## src/rtl/nes_pad_reader.sv

```systemverilog
`default_nettype none
// +----------------------------------------------------------------------------+
// | nes_pad_reader: NES pad latch/clock generator and 8-bit serial receiver     |
// | with registered button levels and pressed/released/valid pulses.            |
// | Revision: 1.0                                                               |
// +----------------------------------------------------------------------------+
module nes_pad_reader #(
  parameter int LATCH_CYCLES = 300,
  parameter int HALF_CYCLES  = 150
) (
  input  logic       clk,
  input  logic       reset,
  input  logic       trigger,
  input  logic       nes_data,
  output logic       nes_latch,
  output logic       nes_clk,
  output logic [7:0] buttons,
  output logic [7:0] pressed,
  output logic [7:0] released,
  output logic       valid,
  output logic       busy,
  output logic       present
);

  localparam int CNT_MAX = (LATCH_CYCLES > HALF_CYCLES) ? LATCH_CYCLES : HALF_CYCLES;
  localparam int CNT_W   = (CNT_MAX > 1) ? $clog2(CNT_MAX) : 1;
  localparam logic [CNT_W-1:0] LATCH_LAST = CNT_W'(LATCH_CYCLES - 1);
  localparam logic [CNT_W-1:0] HALF_LAST  = CNT_W'(HALF_CYCLES - 1);

  typedef enum logic [2:0] {
    S_IDLE   = 3'd0,
    S_LATCH  = 3'd1,
    S_GAP    = 3'd2,
    S_CLK_HI = 3'd3,
    S_CLK_LO = 3'd4,
    S_DONE   = 3'd5
  } state_t;

  state_t           state;
  logic             sync1;
  logic             sync2;
  logic [CNT_W-1:0] phase;
  logic [2:0]       bit_idx;
  logic [7:0]       shreg;
  logic [7:0]       new_buttons;
  logic             new_present;

  // An all-ones byte means the data line never went high: no pad attached.
  always_comb begin
    new_buttons = shreg;
    new_present = 1'b1;
    if (shreg == 8'hFF) begin
      new_buttons = 8'h00;
      new_present = 1'b0;
    end
  end

  always_ff @(posedge clk or posedge reset) begin
    if (reset) begin
      sync1 <= 1'b1;
      sync2 <= 1'b1;
    end else begin
      sync1 <= nes_data;
      sync2 <= sync1;
    end
  end

  always_ff @(posedge clk or posedge reset) begin
    if (reset) begin
      state     <= S_IDLE;
      phase     <= '0;
      bit_idx   <= 3'd0;
      shreg     <= 8'h00;
      nes_latch <= 1'b0;
      nes_clk   <= 1'b0;
      buttons   <= 8'h00;
      pressed   <= 8'h00;
      released  <= 8'h00;
      valid     <= 1'b0;
      busy      <= 1'b0;
      present   <= 1'b0;
    end else begin
      pressed  <= 8'h00;
      released <= 8'h00;
      valid    <= 1'b0;
      case (state)
        S_IDLE: begin
          busy    <= trigger;
          phase   <= '0;
          bit_idx <= 3'd0;
          if (trigger) begin
            nes_latch <= 1'b1;
            state     <= S_LATCH;
          end
        end
        S_LATCH: begin
          if (phase == LATCH_LAST) begin
            phase     <= '0;
            nes_latch <= 1'b0;
            state     <= S_GAP;
          end else begin
            phase <= phase + CNT_W'(1);
          end
        end
        S_GAP: begin
          if (phase == HALF_LAST) begin
            phase   <= '0;
            shreg   <= {~sync2, shreg[7:1]};
            bit_idx <= 3'd1;
            nes_clk <= 1'b1;
            state   <= S_CLK_HI;
          end else begin
            phase <= phase + CNT_W'(1);
          end
        end
        S_CLK_HI: begin
          if (phase == HALF_LAST) begin
            phase   <= '0;
            nes_clk <= 1'b0;
            state   <= S_CLK_LO;
          end else begin
            phase <= phase + CNT_W'(1);
          end
        end
        S_CLK_LO: begin
          if (phase == HALF_LAST) begin
            phase <= '0;
            shreg <= {~sync2, shreg[7:1]};
            // The last bit needs no further clock pulse.
            if (bit_idx == 3'd7) begin
              state <= S_DONE;
            end else begin
              bit_idx <= bit_idx + 3'd1;
              nes_clk <= 1'b1;
              state   <= S_CLK_HI;
            end
          end else begin
            phase <= phase + CNT_W'(1);
          end
        end
        S_DONE: begin
          buttons  <= new_buttons;
          pressed  <= new_buttons & ~buttons;
          released <= ~new_buttons & buttons;
          present  <= new_present;
          valid    <= 1'b1;
          state    <= S_IDLE;
        end
        default: begin
          state <= S_IDLE;
        end
      endcase
    end
  end

endmodule
`default_nettype wire

```

## config.mk

```make
export PLATFORM = sky130hd
export DESIGN_NAME = nes_pad_reader
export DESIGN_NICKNAME = d
export VERILOG_FILES = /design/src/rtl/nes_pad_reader.sv
export SDC_FILE = /design/constraint.sdc
export NUM_CORES = 1
export LEC_CHECK = 0
export ABC_AREA = 0
export BUFFER_PORTS_ARGS = -buffer_cell sky130_fd_sc_hd__buf_4
export CAP_MARGIN = 20
export CORE_MARGIN = 5
export CORE_UTILIZATION = 56
export CTS_CLUSTER_DIAMETER = 200
export DETAILED_ROUTE_END_ITERATION = 16
export PLACE_DENSITY = 0.84
export SYNTH_ARGS = -nofsm -noshare
export SYNTH_HDL_FRONTEND = slang
export SYNTH_SLANG_ARGS = --single-unit
```

## constraint.sdc

```tcl
create_clock -name clk -period 2.49 [get_ports clk]
set_input_delay 0.1245 -clock clk [delete_from_list [all_inputs] [get_ports clk]]
set_output_delay 0.1245 -clock clk [all_outputs]
set_load 0.01 [all_outputs]
```

==> Word level (Yosys, flattened, before mapping) <==
Cells that the tools add are included.
{ "op_classes": {"n_addsub": 2, "n_eq_ne": 15, "muxes": 27, "bitwise_logic": 5, "reduce_logical": 12} }
{ "op_table": {"columns": ["cell", "count"], "rows": [
  ["$mux 3", 9],
  ["$pmux 9 s3", 1],
  ["$mux 8", 3],
  ["$mux 9", 2],
  ["$and 8x8->8", 2],
  ["$not 8->8", 2],
  ["$pmux 3 s5", 1],
  ["$ne 2x2->1 const B", 6],
  ["$reduce_and 5->1", 2],
  ["$add 9x1->9 const B", 1],
  ["$eq 3x3->1 const B", 3],
  ["$eq 9x8->1 const B", 1],
  ["$eq 9x9->1 const B", 1],
  ["$pmux 3 s3", 1],
  ["$reduce_bool 3->1", 3],
  ["$eq 8x8->1 const B", 1],
  ["$mux 1", 8],
  ["$eq 3x2->1 const B", 2],
  ["$reduce_and 4->1", 1],
  ["$add 3x1->3 const B", 1],
  ["$eq 3x1->1 const B", 1],
  ["$logic_not 3->1", 1],
  ["$pmux 1 s3", 1],
  ["$reduce_and 3->1", 1],
  ["other kinds (6)", 6]
]} }
{ "totals": {"reg_bits": 54, "input_bits": 4, "output_inout_bits": 29, "elab_cells": 75} }

==> Depth between registers and ports, before layout <==
Gate-level depths: netlist of the first run.
{ "logic_depth": {"depth_word": 5, "ltp_mapped": 9} }

==> Least setup slack after synthesis of the first run <==
Ideal clock, no wire load.
{ "synth_path": {"path_kind": "register to register", "startpoint": "register phase[5]", "endpoint": "register shreg[0]", "setup_ns": 0.125, "arrival_ns": 2.013, "path_slack_ns": 0.352, "stages_incl_launch_ff": 6, "n_path_buf": 1, "period_less_slack_ns": 2.138, "path_cell_list": "dfrtp_1 or4b_1 or2_0 buf_6 a211oi_4 mux2_2"} }
{ "synth_via": {"elab_chain_len": 2} }
{ "synth_rtl": {"columns": ["item", "line_no", "rtl"], "rows": [
  ["start: declaration", "42", "logic [CNT_W-1:0] phase;"],
  ["start signal: assignment", "102", "phase <= phase + CNT_W'(1);"],
  ["start signal: assignment", "113", "phase <= phase + CNT_W'(1);"],
  ["start signal: assignment", "122", "phase <= phase + CNT_W'(1);"],
  ["$eq 9x8->1", "106, 126", null],
  ["$reduce_and 2->1 (no line)", null, null],
  ["end signal: assignment", "108", "shreg <= {~sync2, shreg[7:1]};"],
  ["end signal: assignment", "128", "shreg <= {~sync2, shreg[7:1]};"],
  ["end: declaration", "44", "logic [7:0] shreg;"]
]} }
No other way between the ends.
A chain may end at the register's enable or synchronous reset.

==> Worst setup path in the final report of the first run <==
{ "layout_path": {"startpoint": "register phase[6]", "endpoint": "register bit_idx[0]"} }
{ "layout_via": {"elab_chain_len": 3} }
{ "layout_rtl": {"columns": ["item", "line_no", "rtl"], "rows": [
  ["$eq 9x8->1 (*)", "106, 126", null],
  ["$ne 2x2->1 (no line)", null, null],
  ["$reduce_and 4->1 (no line) (*)", null, null],
  ["end signal: assignment", "133", "bit_idx <= bit_idx + 3'd1;"],
  ["end: declaration", "43", "logic [2:0] bit_idx;"]
]} }
Every way passes the cells marked *; elsewhere a longest branch is shown, timed or not.

==> results of run 1 <==
==> metal layers <==
layer  routed length, µm  vias up
li1                    -      815
met1                2010      821
met2                2370       25
met3                 144        8
met4                  91        0
met5                   0        -
==> kinds of logic after synthesis <==
family	Yosys count	share of synthesized area, %
buffers and inverters	14	2.96
AND/OR/NAND/NOR	85	17.6
XOR/XNOR	2	0.767
flip-flops	54	59.3
adder cells (fa/ha/maj)	4	2.19
multiplexers	12	5.75
AO/OA/AOI/OAI	41	11.5
==> synthesized netlist by cell type, types with 2 or more instances <==
cell      number  area (µm²)
and3_1         2        12.5
dfstp_2        2        52.6
ha_1           4        50.1
buf_6          2        22.5
a21oi_1       14        70.1
mux2_2         9         101
nor3_1         7        35.0
nand4_1        2        12.5
nand3_1        4        20.0
o21ai_0       14        70.1
mux2i_1        3        30.0
nand2b_1       2        12.5
nand4b_1       2        17.5
nor3b_1        2        15.0
nor2_1        13        48.8
o21a_1         2        15.0
nand2_1       40         150
a21o_1         3        22.5
buf_1          2        7.51
nor4_1         2        12.5
clkbuf_1       3        11.3
and3_2         2        15.0
dfrtp_1       52        1300
inv_1          6        22.5
xnor2_1        2        17.5
==> worst paths after layout <==
path	from	endpoint	slack, ps
min in group asynchronous	reset	released[3]	390
min	trigger	busy	70
max reg2reg	phase[6]	bit_idx[0]	170
max	phase[6]	bit_idx[0]	170
max in group asynchronous	reset	sync1	1420
min reg2reg	sync1	sync2	360
==> worst reg2reg max path, stage by stage (launching register included) <==
cell and delay, ps:
dfrtp_1 440, or4b_1 530, or2_0 410, a21oi_1 210, o21a_1 240, mux2_2 370
==> sequential cells by signal, summed over array words and instances (netlist names) <==
register	flops
pressed	8
sync2	1
sync1	1
buttons	8
shreg	8
bit_idx	3
state	3
busy	1
present	1
released	8
phase	9
valid	1
nes_latch	1
nes_clk	1
==> layout make-up <==
type / count / share of cell area [%]
Multi-Input combinational cell: 144 / 31.7
Inverter: 7 / 0.965
Timing Repair Buffer: 40 / 11.7
Tap cell: 50 / 2.30
Clock inverter: 2 / 0.597
Clock buffer: 6 / 3.03
Sequential cell: 54 / 49.7
==> power groups by stage <==
stage / clock, mW / combinational (mW) / sequential (mW)
after floorplan: 0 / 0.0136 / 0.897
after global placement: 0 / 0.0244 / 0.897
after detailed placement: 0 / 0.0252 / 0.897
after CTS: 0.533 / 0.0277 / 0.880
after global routing: 0.566 / 0.0315 / 0.880
final: 0.524 / 0.0261 / 0.880
==> timing repair <==
action | in CTS | in global routing
hold buffers | 2 | 0
endpoints found under the hold margin | 23 | 0
endpoints found under the setup margin | 0 | 7
setup buffers | 0 | 2
==> out/results.ini, run 1 <==
[status]
status = complete, no violations

[clock_tree]
cts_resized = 0
cts_tree = yes
clock-sinks = 54
clk_latency_ps = 310
root_buffer = clkbuf_8
cts_inserted_buffers = 5
clkTransAtPathRegs_ps = 90
htreeDepth = 2
cts_buffer_depth = 2

[layout]
final_common_cell = dfrtp_1
multi_input_area_um2 = 863
drive_above_1_share_pct = 25.7
fillers = 293
layout_common_cells = 52 x dfrtp_1, 40 x nand2_1, 37 x buf_4
nets = 260
area.growth.synth_to_final_pct = 19.2
final_util_pct = 68.6
finalInstanceArea_um2 = 2720
diodes = 0
final_cell_count_no_fill = 303
seq_area_um2 = 1350

[floorplan]
core_region_area_um2 = 3970
initial_core_util_pct = 57.5
die-area_um2 = 5460
io-pin-count = 33
die_x_um = 73.9
std_cell_rows = 23
die_h_um = 73.9

[setup_path]
slowest_delay_ps = 530
cp.required_ps = 2690
cp_data_arrival_time_ps = 2520
crit_buf_inv = 0
critPathSlowestCell = or4b_1
path_class = reg -> reg
crit_cells = 5
crit_chain = or4b_1 -> or2_0 -> a21oi_1 -> o21a_1 -> mux2_2
worstRegToRegCells = 5
cp-start-kind = flop
cp_max_fo = 9
end_kind = flop
cp_top_family = simple AND/OR/NAND/NOR gates

[route]
drt_iter0_markers = 122
wirelength_um = 4620
vias = 1669
via_per_inst = 5.51
drtPass1Iterations = 4
ant_nets = 0
avgRoutedWirePerCell_um = 15.2
drc = 0

[logic_synthesis]
synthesis.nets = 220
syn_inst = 212
synth_edf_count = 0
synth_cell_types = 41
async_flop_share_pct = 100
synth.cell_area_um2 = 2280
synth_area_per_cell_um2 = 10.8
yosys_warnings = 0
yosys_register_bits = 54
synthFlopType = dfrtp_1
seq_area_frac_synth_pct = 59.3

[sta]
finalCriticalPeriod_ps = 2320
setup_viol = 0
tns_ps = 0
final-max-slew-violation-count = 0
timing.slew.headroom_pct = 63.7
period_share_pct = 93.1
layout_setup_ws_ps = 171
hold_viol = 0
max_freq_mhz = 431
skew_ps = 6.35
tightestPinTransition_ps = 545
fin_hold_ws_ps = 74.5
rsz0062_at_grt = false

[grt]
track_usage_pct = 18.2
grt_pass1_wl_um = 7510
grt_pass1_vias = 1615
grtUsageMet1_pct = 23.9
busiest_layer = met2
grt_overflow = 0
grt_max_degree = 25
grtUsageMet3_pct = 3.01
antenna_found_initial = 0
use_met2_pct = 29.2

[placement]
dpl-instance-area_um2 = 2580
pre_cts_slack_ps = 78.7
gp_congestion = 0.847
dp.cells = 291
hpwl_um = 3180
portBuffers = 32

[power_and_ir_drop]
internal_power_mw = 1.12
cellPowerDensity_nw_per_um2 = 525
power_frac_comb_pct = 1.8
finalPower_mw = 1.43
seq_power_share_pct = 61.5
p_switching_uw = 314
clkPwrFrac_pct = 36.7
switching_share_pct = 21.9
leakagePower_nw = 1.38
peakVddDrop_mv = 0.343

[min_path]
holdCritPathClass = in -> reg
hold_depth = 2

[flow_run]
cap_violations = 0

No activity file was read; power rests on OpenSTA's default activity.
==> run 2: changes to the inputs <==
Settings changed: CORE_ASPECT_RATIO from default to 0.6, CORE_UTILIZATION 56 to 55, PLACE_DENSITY 0.84 to 0.83.
Clock period 2.49 ns to 2.5 ns, I/O delays scaled along.
==> run 2 against run 1 <==
Against the previous run:
- the run now ends with hold timing left
- sequential share of layout area increased by 0.62 points
- first-iteration DRC count fell by 27%
- clock-buffer cell count stayed put
- final cell count down 1.3%
- combinational power shrank 11%
- critical path depth decreased by 1
- clock power up 9.5%
- global-route usage is 0.32 points lower
- setup slack got worse by 45 ps
- power increased by 3.0%
- die area grew 2.3%
- non-clock buffer count down 4
==> out/results.ini, run 2 (synthesized netlist as in run 1, its figures left out) <==
[route]
vias = 1675
top_layer = met4
via_per_inst = 5.60
wl_met2_um = 1910
drt_iter0_markers = 89
m1WireLength_um = 2190
route.met3.wl_um = 173
avgRoutedWirePerCell_um = 14.5
drc = 0
drtPass1Iterations = 4
ant_nets = 0
wirelength_um = 4330

[layout]
final_common_cell = dfrtp_1
diodes = 0
largest_reg_flops = 9
nets = 256
regMostFlops = phase
layout_common_cells = 52 x dfrtp_1, 40 x nand2_1, 35 x buf_4
finalInstanceArea_um2 = 2690
drive_above_1_share_pct = 24.5
fillers = 308
area.growth.synth_to_final_pct = 17.7

[grt]
grt_overflow = 0
track_usage_pct = 17.9
grt_max_degree = 55
antenna_found_initial = 0
grt_pass1_wl_um = 7660
grt_pass1_vias = 1566

[clock_tree]
cts_tree = yes
cts_inserted_buffers = 5
root_buffer = clkbuf_8
clk_latency_ps = 310
cts_resized = 0
post_cts_buffers = 0
htreeDepth = 2
cts_buffer_depth = 2
clkTransAtPathRegs_ps = 90
clock-sinks = 54

[floorplan]
die-area_um2 = 5590
core_region_area_um2 = 4050
die_h_um = 59.9
initial_core_util_pct = 56.4
io-pin-count = 33
die_x_um = 93.2
std_cell_rows = 18

[setup_path]
cp_max_fo = 9
cp_data_arrival_time_ps = 2570
cp-start-kind = flop
crit_chain = or4b_1 -> or2_0 -> a211oi_4 -> mux2_2
end_kind = flop
path_class = reg -> reg
cp_top_family = simple AND/OR/NAND/NOR gates
cp.required_ps = 2700
crit_buf_inv = 0
critPathSlowestCell = or4b_1
slowest_delay_ps = 550

[sta]
tns_ps = 0
timing.slew.headroom_pct = 56.3
final-max-slew-violation-count = 0
fin_hold_ws_ps = -12.8
rsz0062_at_grt = false
tightestPinTransition_ps = 656
max_freq_mhz = 421
hold_viol = 12
period_share_pct = 95.0
finalCriticalPeriod_ps = 2370
setup_viol = 0
skew_ps = 6.20

[power_and_ir_drop]
internal_power_mw = 1.18
cellPowerDensity_nw_per_um2 = 548
switching_share_pct = 19.9
leakagePower_nw = 1.36
p_switching_uw = 293
seq_power_share_pct = 59.5
clkPwrFrac_pct = 39.0
peakVddDrop_mv = 0.312
power_frac_comb_pct = 1.6

[placement]
gp_congestion = 0.801
dpl-instance-area_um2 = 2570
portBuffers = 32
hpwl_um = 3110

[flow_run]
cap_violations = 0

[status]
status = finished, violations left
violations = hold timing

[min_path]
holdCritPathClass = in -> async

[run 2: timing repair]
item / in CTS / in global routing
hold buffers: 1 / 0
endpoints found under the hold margin: 1 / 0
endpoints found under the setup margin: 0 / 7
[run 2: metrics by stage]
| step | worst slack (ps) | total power [mW] | cells | utilization, % | hold slack, ps |
|---|---|---|---|---|---|
| final | 126 | 1.47 | 299 | 66.3 | -12.8 |
| after global routing | 8.02 | 1.53 | 299 | 66.3 | 51.4 |
| after global placement | 164 | 0.917 | 290 | 63.4 | 236 |
| after detailed placement | 108 | 0.916 | 290 | 63.4 | 238 |
| after floorplan | 362 | 0.907 | 212 | - | 129 |
| after CTS | 81.6 | 1.48 | 299 | 66.3 | 10.9 |
[run 2: power groups by stage]
stage	clock, mW	sequential (mW)	combinational [mW]
floorplan	0	0.893	0.0135
global placement	0	0.893	0.0235
detailed placement	0	0.893	0.0230
CTS	0.583	0.876	0.0242
global route	0.626	0.876	0.0276
finish	0.574	0.876	0.0232
[run 2: worst reg2reg max path, cell delays in order (launching register included)]
cell	delay, ps
dfrtp_1	420
or4b_1	550
or2_0	430
a211oi_4	470
mux2_2	400
[run 2: worst paths after layout]
check | to | depth (start not counted) | from | slack [ps]
setup / recovery | shreg[0] | 4 | phase[5] | 130
hold / removal | released[6] | 3 | reset | -10
setup reg to reg | shreg[0] | 4 | phase[5] | 130
hold reg to reg | sync2 | 0 | sync1 | 350
max in group asynchronous | phase[6] | 3 | reset | 2070
min in group clk | busy | 2 | trigger | 80
[run 2: final cells by class]
type / instances / area (µm²) / share of cell area [%]
Sequential cell: 54 / 1350 / 50.3
Multi-Input combinational cell: 144 / 863 / 32.1
Timing Repair Buffer: 36 / 273 / 10.1
Clock buffer: 6 / 72.6 / 2.70
Tap cell: 50 / 62.6 / 2.33
Clock inverter: 2 / 37.5 / 1.40
Inverter: 7 / 26.3 / 0.977
[run 2: metal layers]
layer	track usage (%)	up-vias
met5	0	-
met4	5.64	0
met3	4.15	7
met2	26.3	34
met1	26.7	828
li1	-	806
